`config.mk`:
```
export PLATFORM = sky130hd
export DESIGN_NAME = cpu_lsu_ctrl
export DESIGN_NICKNAME = d
export VERILOG_FILES = /design/src/rtl/cpu_mem_pkg.sv /design/src/rtl/lsu_lane_align.sv /design/src/rtl/cpu_lsu_ctrl.sv
export SDC_FILE = /design/constraint.sdc
export NUM_CORES = 1
export LEC_CHECK = 0
export ABC_CLOCK_PERIOD_IN_PS = 3700
export CAP_MARGIN = 20
export CORE_UTILIZATION = 46
export CTS_BUF_LIST = sky130_fd_sc_hd__clkbuf_4
export CTS_CLUSTER_DIAMETER = 30
export DETAILED_ROUTE_END_ITERATION = 8
export MAX_ROUTING_LAYER = met4
export PLACE_DENSITY = 0.83
export SLEW_MARGIN = 10
export SYNTH_ARGS = -nofsm -noshare
export SYNTH_HDL_FRONTEND = slang
export SYNTH_HIERARCHICAL = 1
export SYNTH_SLANG_ARGS = --single-unit
```
`constraint.sdc`:
```
create_clock -name clk -period 3.7 [get_ports clk]
set_input_delay 0.74 -clock clk [delete_from_list [all_inputs] [get_ports clk]]
set_output_delay 0.74 -clock clk [all_outputs]
set_load 0.01 [all_outputs]
```
`src/rtl/cpu_mem_pkg.sv`:
```
// cpu_mem_pkg
// Shared encodings for the load/store path: decode command codes, access
// size classes, load sign selection, LSU exception causes and LSU states.
// No ports; imported by cpu_lsu_ctrl and lsu_lane_align.
package cpu_mem_pkg;

  // Decode command field
  localparam logic [1:0] LW_CMD  = 2'b11;
  localparam logic [1:0] ST_CMD  = 2'b10;
  localparam logic [1:0] JMP_CMD = 2'b01;
  localparam logic [1:0] OTHER   = 2'b00;

  // Access size class (the "be" field from decode)
  localparam logic [1:0] FULL  = 2'b00;
  localparam logic [1:0] HALF  = 2'b01;
  localparam logic [1:0] BYTE  = 2'b10;
  localparam logic [1:0] UPPER = 2'b11;

  // Load extension select
  localparam logic SIGN   = 1'b1;
  localparam logic UNSIGN = 1'b0;

  // Exception causes
  localparam logic [1:0] EXC_MISALIGN = 2'b00;
  localparam logic [1:0] EXC_ILLEGAL  = 2'b01;
  localparam logic [1:0] EXC_TIMEOUT  = 2'b10;
  localparam logic [1:0] EXC_BUSERR   = 2'b11;

  typedef enum logic [1:0] {
    IDLE = 2'b00,
    REQ  = 2'b01,
    RESP = 2'b10
  } lsu_state_t;

  // Halfwords need an even address, full words a word-aligned one.
  function automatic logic is_misaligned(input logic [1:0] size, input logic [1:0] lo);
    logic mis;
    mis = 1'b0;
    case (size)
      HALF:    mis = lo[0];
      FULL:    mis = (lo != 2'b00);
      default: mis = 1'b0;
    endcase
    return mis;
  endfunction

endpackage

```
`src/rtl/lsu_lane_align.sv`:
```
// lsu_lane_align
// Combinational byte-lane steering for a 32-bit little-endian data bus.
// Ports:
//   size, sign, lane  - access size class, load sign select, addr[1:0]
//   wdata             - store data (low bits significant for HALF/BYTE)
//   rdata             - raw bus read word
//   be                - byte lane enables (0000 for the UPPER class)
//   wdata_rep         - store data replicated across all lanes
//   rdata_ext         - selected load lane, sign- or zero-extended
module lsu_lane_align
  import cpu_mem_pkg::*;
(
  input  logic [1:0]  size,
  input  logic        sign,
  input  logic [1:0]  lane,
  input  logic [31:0] wdata,
  input  logic [31:0] rdata,
  output logic [3:0]  be,
  output logic [31:0] wdata_rep,
  output logic [31:0] rdata_ext
);

  logic [7:0]  rbyte;
  logic [15:0] rhalf;

  // Lane select, enables, store replication and load extension
  always_comb begin
    rbyte     = 8'h00;
    rhalf     = 16'h0000;
    be        = 4'b0000;
    wdata_rep = 32'h0000_0000;
    rdata_ext = 32'h0000_0000;

    case (lane)
      2'b00:   rbyte = rdata[7:0];
      2'b01:   rbyte = rdata[15:8];
      2'b10:   rbyte = rdata[23:16];
      2'b11:   rbyte = rdata[31:24];
      default: rbyte = 8'h00;
    endcase

    // A halfword only ever sits in the low or high half of the word.
    if (lane[1]) begin
      rhalf = rdata[31:16];
    end else begin
      rhalf = rdata[15:0];
    end

    case (size)
      FULL: begin
        be        = 4'b1111;
        wdata_rep = wdata;
        rdata_ext = rdata;
      end
      HALF: begin
        be        = 4'b0011 << lane;
        wdata_rep = {2{wdata[15:0]}};
        if (sign == SIGN) begin
          rdata_ext = {{16{rhalf[15]}}, rhalf};
        end else begin
          rdata_ext = {16'h0000, rhalf};
        end
      end
      BYTE: begin
        be        = 4'b0001 << lane;
        wdata_rep = {4{wdata[7:0]}};
        if (sign == SIGN) begin
          rdata_ext = {{24{rbyte[7]}}, rbyte};
        end else begin
          rdata_ext = {24'h00_0000, rbyte};
        end
      end
      default: begin
        be        = 4'b0000;
        wdata_rep = 32'h0000_0000;
        rdata_ext = 32'h0000_0000;
      end
    endcase
  end

endmodule

```
`src/rtl/cpu_lsu_ctrl.sv`:
```
// cpu_lsu_ctrl
// Load/store sequencer between EX and the data-memory bus. Accepts one memory
// command at a time in IDLE, runs a req/ack handshake with timeout, stalls the
// pipeline while the access is outstanding and returns extended load data.
// Ports:
//   clk, rst                          - clock, synchronous active-high reset
//   cmd, be, sx_sign, addr, wdata, rd - command from decode/EX
//   mem_req/we/addr/be/wdata          - registered bus request, held until ack
//   mem_ack, mem_rdata, mem_err       - bus completion
//   stall                             - freeze IF/ID/EX
//   wb_valid, wb_data, wb_rd          - one-cycle load writeback
//   exc, exc_code                     - one-cycle exception pulse and cause
module cpu_lsu_ctrl
  import cpu_mem_pkg::*;
#(
  parameter int TIMEOUT = 16,
  parameter int AW      = 32
) (
  input  logic          clk,
  input  logic          rst,
  input  logic [1:0]    cmd,
  input  logic [1:0]    be,
  input  logic          sx_sign,
  input  logic [AW-1:0] addr,
  input  logic [31:0]   wdata,
  input  logic [4:0]    rd,
  output logic          mem_req,
  output logic          mem_we,
  output logic [AW-1:0] mem_addr,
  output logic [3:0]    mem_be,
  output logic [31:0]   mem_wdata,
  input  logic          mem_ack,
  input  logic [31:0]   mem_rdata,
  input  logic          mem_err,
  output logic          stall,
  output logic          wb_valid,
  output logic [31:0]   wb_data,
  output logic [4:0]    wb_rd,
  output logic          exc,
  output logic [1:0]    exc_code
);

  localparam int CW = $clog2(TIMEOUT) + 1;

  lsu_state_t    state;
  logic [CW-1:0] cnt;
  logic [1:0]    size_q;
  logic          sign_q;
  logic [1:0]    lane_q;
  logic [4:0]    rd_q;

  logic          mem_op;
  logic          illegal;
  logic          misalign;
  logic          accept;
  logic [1:0]    al_size;
  logic          al_sign;
  logic [1:0]    al_lane;
  logic [3:0]    al_be;
  logic [31:0]   al_wdata;
  logic [31:0]   al_rdata;

  // Command decode, accept condition and pipeline stall
  always_comb begin
    mem_op   = (cmd == LW_CMD) || (cmd == ST_CMD);
    illegal  = (be == UPPER);
    misalign = is_misaligned(be, addr[1:0]);
    accept   = (state == IDLE) && mem_op && !illegal && !misalign;
    stall    = accept || (state == REQ);
  end

  // The aligner sees live inputs while accepting and the captured access
  // afterwards, so one instance serves both store packing and load extraction.
  always_comb begin
    if (state == IDLE) begin
      al_size = be;
      al_sign = sx_sign;
      al_lane = addr[1:0];
    end else begin
      al_size = size_q;
      al_sign = sign_q;
      al_lane = lane_q;
    end
  end

  lsu_lane_align u_align (
    .size      (al_size),
    .sign      (al_sign),
    .lane      (al_lane),
    .wdata     (wdata),
    .rdata     (mem_rdata),
    .be        (al_be),
    .wdata_rep (al_wdata),
    .rdata_ext (al_rdata)
  );

  // Sequencer state, bus request registers, writeback and exception pulses
  always_ff @(posedge clk) begin
    if (rst) begin
      state     <= IDLE;
      cnt       <= {CW{1'b0}};
      size_q    <= 2'b00;
      sign_q    <= 1'b0;
      lane_q    <= 2'b00;
      rd_q      <= 5'd0;
      mem_req   <= 1'b0;
      mem_we    <= 1'b0;
      mem_addr  <= {AW{1'b0}};
      mem_be    <= 4'b0000;
      mem_wdata <= 32'h0000_0000;
      wb_valid  <= 1'b0;
      wb_data   <= 32'h0000_0000;
      wb_rd     <= 5'd0;
      exc       <= 1'b0;
      exc_code  <= 2'b00;
    end else begin
      wb_valid <= 1'b0;
      exc      <= 1'b0;
      case (state)
        IDLE: begin
          if (mem_op && illegal) begin
            exc      <= 1'b1;
            exc_code <= EXC_ILLEGAL;
          end else if (mem_op && misalign) begin
            exc      <= 1'b1;
            exc_code <= EXC_MISALIGN;
          end else if (accept) begin
            mem_req   <= 1'b1;
            mem_we    <= (cmd == ST_CMD);
            mem_addr  <= {addr[AW-1:2], 2'b00};
            mem_be    <= al_be;
            mem_wdata <= al_wdata;
            rd_q      <= rd;
            size_q    <= be;
            sign_q    <= sx_sign;
            lane_q    <= addr[1:0];
            cnt       <= {CW{1'b0}};
            state     <= REQ;
          end else begin
            state <= IDLE;
          end
        end
        REQ: begin
          // An ack in the final allowed cycle still completes the access.
          if (mem_ack) begin
            mem_req <= 1'b0;
            if (mem_err) begin
              exc      <= 1'b1;
              exc_code <= EXC_BUSERR;
              state    <= IDLE;
            end else if (mem_we) begin
              state <= IDLE;
            end else begin
              wb_valid <= 1'b1;
              wb_data  <= al_rdata;
              wb_rd    <= rd_q;
              state    <= RESP;
            end
          end else if (cnt == CW'(TIMEOUT - 1)) begin
            mem_req  <= 1'b0;
            exc      <= 1'b1;
            exc_code <= EXC_TIMEOUT;
            state    <= IDLE;
          end else begin
            if (cnt != {CW{1'b1}}) begin
              cnt <= cnt + {{(CW-1){1'b0}}, 1'b1};
            end else begin
              cnt <= cnt;
            end
          end
        end
        RESP: begin
          state <= IDLE;
        end
        default: begin
          mem_req <= 1'b0;
          state   <= IDLE;
        end
      endcase
    end
  end

endmodule

```
==> impl_metrics.ini, run 1 <==
[logic_synthesis]
synthDistinctLibCells = 46
synth-main-ff-cell = dfxtp_1
synth_area_per_cell_um2 = 7.65
ys_warn_count = 6
netlist_instances = 787
async_flop_share_pct = 0
synth.yosys.seq_area_share_pct = 41.9
synth_area_mm2 = 0.00602
synth_top_area_share_pct = 41.9
ys_ff_latch = 126
synth_edf_count = 0
synthTopCellsByArea = dfxtp_1, nand2_1, a21oi_1
synth_area_leader_cell = dfxtp_1

[die]
die_height_um = 116
coreArea_mm2 = 0.0127
dieArea_mm2 = 0.0135
io_pins = 222
rows = 41
dieWidth_um = 116
start_util_pct = 47.5

[layout]
multi_input_area_mm2 = 0.00313
regArea_mm2 = 0.00252
layout_commonest_cell = nand2_1
final_nets = 1101
drive_gt1_share_pct = 9.24
fin_cells = 1169
n_fill_cell = 1103
syn_to_final_growth_pct = 41.6
layout_common_cells = nand2_1, clkdlybuf4s50_1, a21oi_1

[route]
firstDrtPassIters = 5
drc_errors = 0
drt-wirelength-per-cell_um = 15.5
drt-total-wl_um = 18100
drt-initial-drc-count = 574
viasPerCell = 5.30
final_antenna_net_count = 0
num_vias = 6194

[clocking]
cts_tree = done
clkSlewWorstSetupHoldPaths_ns = 0.09
cts_resized = 0
post_cts_buffers = 0
numCtsBuffers = 17
clock-sinks = 126
cts.path.max_buffers = 2
holdBufCountCts = 0
root_buffer = clkbuf_4
clk_latency_ns = 0.54
htreeDepth = 4

[timing]
slew_headroom_pct = 43.1
final.setup_skew_ns = 0.0192
setup_viol = 0
post-route-min-period_ns = 3.52
hold_viol = 0
rsz0062_at_grt = false
setup_tns_ns = 0
period_share_pct = 95.1
fmax_mhz = 284
drv_slew = 0
worstMarginPinSlew_ns = 0.854

[grt]
grt_pass1_vias = 5578
grt_pass1_wl_um = 27400
grt_max_degree = 82
grt.total_usage_pct = 27.1
overflow = 0
antenna_found_initial = 0

[placed_design]
gp_congestion = 0.941
numPortBuffers = 219
dp_hpwl_um = 12500
dp_cells = 1137

[critical_path]
path_cells = clkdlybuf4s50_1 > mux2_2 > or3_2 > nand2_1 > clkdlybuf4s50_1
crit_top_cell = clkdlybuf4s50_1
path_max_fanout = 6
cp.required_ns = 2.96
criticalPathCategory = primary input to primary output
setup.worst_path.start_class = primary input
cpPeakStageDelay_ns = 0.56
endpoint_kind = primary output
critPathSlowestCell = clkdlybuf4s50_1
critPathArrivalTime_ns = 2.78

[min_path]
hold_path_class = flop to flop

[run]
drv_cap = 0

[power]
p_per_area_mw_per_mm2 = 352
ir_drop_uv = 218
leakage_nw = 2.99

[status]
status = finished clean
[registers in the layout, summed over array words and instances (netlist names)]
| register | count |
|---|---|
| wb_rd | 5 |
| rd_q | 5 |
| wb_data | 32 |
| mem_wdata | 32 |
| exc_code | 2 |
| lane_q | 2 |
| mem_req | 1 |
| exc | 1 |
| sign_q | 1 |
| wb_valid | 1 |
| state | 2 |
| mem_addr | 30 |
| mem_be | 4 |
| cnt | 5 |
| size_q | 2 |
| mem_we | 1 |
[metal layers]
metal	GRT usage (%)	up-vias	part of all wire [%]
li1	-	3077	-
met1	33.0	2875	43
met2	42.9	212	48
met3	6.18	30	7.0
met4	12.1	0	1.9
met5	-	-	0
[cell type report]
cell class,instances,share of cell area (%)
tap,172,2.52
multi-input combinational,590,36.8
inverter,8,0.352
clock buffer,21,1.85
timing repair buffer,241,27.8
sequential,126,29.6
clock inverter,10,1.13
antenna,1,0.0294
[per-stage QoR]
step / cell area, um2 / hold slack (ns) / util, % / worst slack (ns) / power, W
2_1_floorplan: 6020 / 0.432 / - / 1.04 / 0.00182
3_3_place_gp: 8270 / 0.438 / 65.3 / 0.209 / 0.00210
6_report: 8520 / 0.458 / 67.3 / 0.181 / 0.00300
3_5_place_dp: 8270 / 0.446 / 65.3 / 0.177 / 0.00211
5_1_grt: 8520 / 0.475 / 67.3 / 0.0741 / 0.00314
4_1_cts: 8520 / 0.458 / 67.3 / 0.177 / 0.00301
[cell usage after synthesis (5+ instances only)]
library cell,n
nand3_1,6
buf_6,5
a22o_1,8
clkbuf_1,37
a21oi_1,156
mux2_2,35
and2_1,9
buf_2,11
o21ai_0,10
nor2b_1,5
nor2_1,10
o21ai_1,10
ha_1,7
buf_4,8
a22oi_1,30
dfxtp_1,126
inv_1,8
nand2_1,258
[power breakdown]
| part | leakage (nW) | internal (W) | switching [W] |
|---|---|---|---|
| clock network | 0.143 | 0.000415 | 0.000499 |
| registers | 1.02 | 0.00140 | 0.0000242 |
| logic | 1.82 | 0.000330 | 0.000326 |
| total | 2.99 | 0.00215 | 0.000849 |
[worst paths after layout]
path	from	endpoint	slack [ns]	cells after the start
setup / recovery	be[1]	stall	0.18	5
hold / removal	mem_addr[5]	mem_addr[5]	0.46	2
setup reg to reg	state[0]	wb_data[20]	0.83	10
hold reg to reg	mem_addr[5]	mem_addr[5]	0.46	2
[critical path: cells and delay by family]
| family | cells | cell delay [ns] |
|---|---|---|
| mux | 1 | 0.41 |
| simple gates | 2 | 0.52 |
| buf+inv | 2 | 1.11 |
[kinds of logic after synthesis]
kind of cell,after synthesis,synth area share [%]
multiplexers,37,6.96
buffers and inverters,72,6.17
AND/OR/NAND/NOR,312,21.5
other,1,0.0623
flip-flops,126,41.9
AO/OA/AOI/OAI,232,22.0
adder cells (fa/ha/maj),7,1.45
Note: power is estimated with default switching activity, not from simulation.
==> run 2, diff against run 1 <==
Settings changed: ABC_CLOCK_PERIOD_IN_PS 3700 to 3200, CORE_UTILIZATION 46 to 42, PLACE_DENSITY 0.83 to 0.79, SETUP_SLACK_MARGIN from default to 0.15.
Clock period 3.7 ns to 3.2 ns, I/O delays scaled along.
==> impl_metrics.ini, run 2 (synthesis gave the netlist of run 1 again) <==
[critical_path]
critPathArrivalTime_ns = 2.32
setup.worst_path.start_class = primary input
endpoint_kind = primary output
path_max_fanout = 2
criticalPathCategory = primary input to primary output
cp.required_ns = 2.56

[layout]
final_nets = 1107
regArea_mm2 = 0.00252
drive_gt1_share_pct = 10.1
layout_commonest_cell = nand2_1
n_fill_cell = 1270
antennaDiodeCount = 0
multi_input_area_mm2 = 0.00314
reg.largest.list = mem_wdata x32, wb_data x32, mem_addr x30
fin_cells = 1183
syn_to_final_growth_pct = 43.4
layout_common_cells = nand2_1, clkdlybuf4s50_1, a21oi_1

[clocking]
clock-sinks = 126
holdBufCountCts = 0
clkSlewWorstSetupHoldPaths_ns = 0.09
cts.path.max_buffers = 2
htreeDepth = 4
root_buffer = clkbuf_4
post_cts_buffers = 0
cts_tree = done
clk_latency_ns = 0.56
numCtsBuffers = 17

[grt]
grt.total_usage_pct = 25.3
antenna_found_initial = 0
overflow = 0
grt_max_degree = 82
grt_pass1_vias = 5705
grt_pass1_wl_um = 28300

[route]
drt-wirelength-per-cell_um = 15.5
num_vias = 6277
firstDrtPassIters = 7
final_antenna_net_count = 0
drc_errors = 0
drt-total-wl_um = 18300
viasPerCell = 5.31
drt-initial-drc-count = 486

[die]
coreArea_mm2 = 0.0139
die_height_um = 122
dieArea_mm2 = 0.0148
io_pins = 222
dieWidth_um = 122
rows = 43
start_util_pct = 43.2

[power]
p_per_area_mw_per_mm2 = 420
leakage_nw = 3.03
ir_drop_uv = 201

[timing]
slew_headroom_pct = 42.9
worstMarginPinSlew_ns = 0.857
setup_tns_ns = 0
fmax_mhz = 338
fin_ws_ns = 0.238
hold_viol = 0
setup_viol = 0
drv_slew = 0
period_share_pct = 92.6
post-route-min-period_ns = 2.96
final.setup_skew_ns = 0.0173
rsz0062_at_grt = false

[run]
drv_cap = 0

[placed_design]
dpl_worst_slack_ns = -0.0448
dp_cells = 1151
gp_congestion = 0.901
numPortBuffers = 219
dp_hpwl_um = 12600

[min_path]
hold_path_class = flop to flop

[status]
status = finished clean
==> run 2: cell count changes in the layout (fill, tap and decap cells not counted), sizes merged <==
cell,delta
clkinvlp,+2
diode,-1
clkdlybuf4s50,-1
clkdlybuf4s15,+1
clkinv,+2
inv,-1
bufinv,+2
clkbuf,-4
buf,+6
==> run 2: final cells by class <==
| class | count | share of cell area [%] |
|---|---|---|
| clock buffers | 17 | 1.48 |
| flip-flops and latches | 126 | 29.2 |
| repair buffers | 247 | 27.9 |
| clock inverters | 15 | 2.04 |
| well taps | 180 | 2.61 |
| inverters | 8 | 0.348 |
| multi-input cells | 590 | 36.4 |
==> run 2: stage by stage <==
step	cell area, um2	util, %	hold slack (ns)	total power (W)
after detailed placement	8330	59.8	0.444	0.00245
after global routing	8630	62.0	0.478	0.00380
after floorplan	6020	-	0.432	0.00210
final	8630	62.0	0.458	0.00362
after global placement	8330	59.8	0.437	0.00244
after CTS	8630	61.9	0.460	0.00365
==> run 2: path summary, 6_finish.rpt <==
kind	slack, ns	endpoint	cells after the start	startpoint
setup reg to reg	0.42	wb_data[20]	9	state[0]
hold reg to reg	0.46	mem_wdata[8]	2	mem_wdata[8]
hold / removal	0.46	mem_wdata[8]	2	mem_wdata[8]
setup / recovery	0.24	stall	5	cmd[1]
==> run 2: routing by layer <==
metal	global-route usage (%)	share of wire [%]
met1	31.1	44
met2	39.1	47
met3	6.55	7.2
met4	11.0	2.5
met5	-	0
==> run 2: power by group <==
group | internal (W) | leakage [nW] | total (W) | switching [W]
clock | 0.000601 | 0.156 | 0.00120 | 0.000600
sequential | 0.00162 | 1.02 | 0.00165 | 0.0000278
combinational | 0.000389 | 1.86 | 0.000772 | 0.000383
==> run 2: worst max-delay path: stages <==
cell and delay [ns]:
clkdlybuf4s50_1 0.49, or3b_4 0.39, or3_2 0.50, nand2_1 0.08
clkdlybuf4s15_1 0.23
==> run 2: repair_timing <==
| item | CTS | global route |
|---|---|---|
| setup endpoints to repair | 1 | 10 |
| resized for setup | 1 | 2 |
| cloned | 0 | 0 |
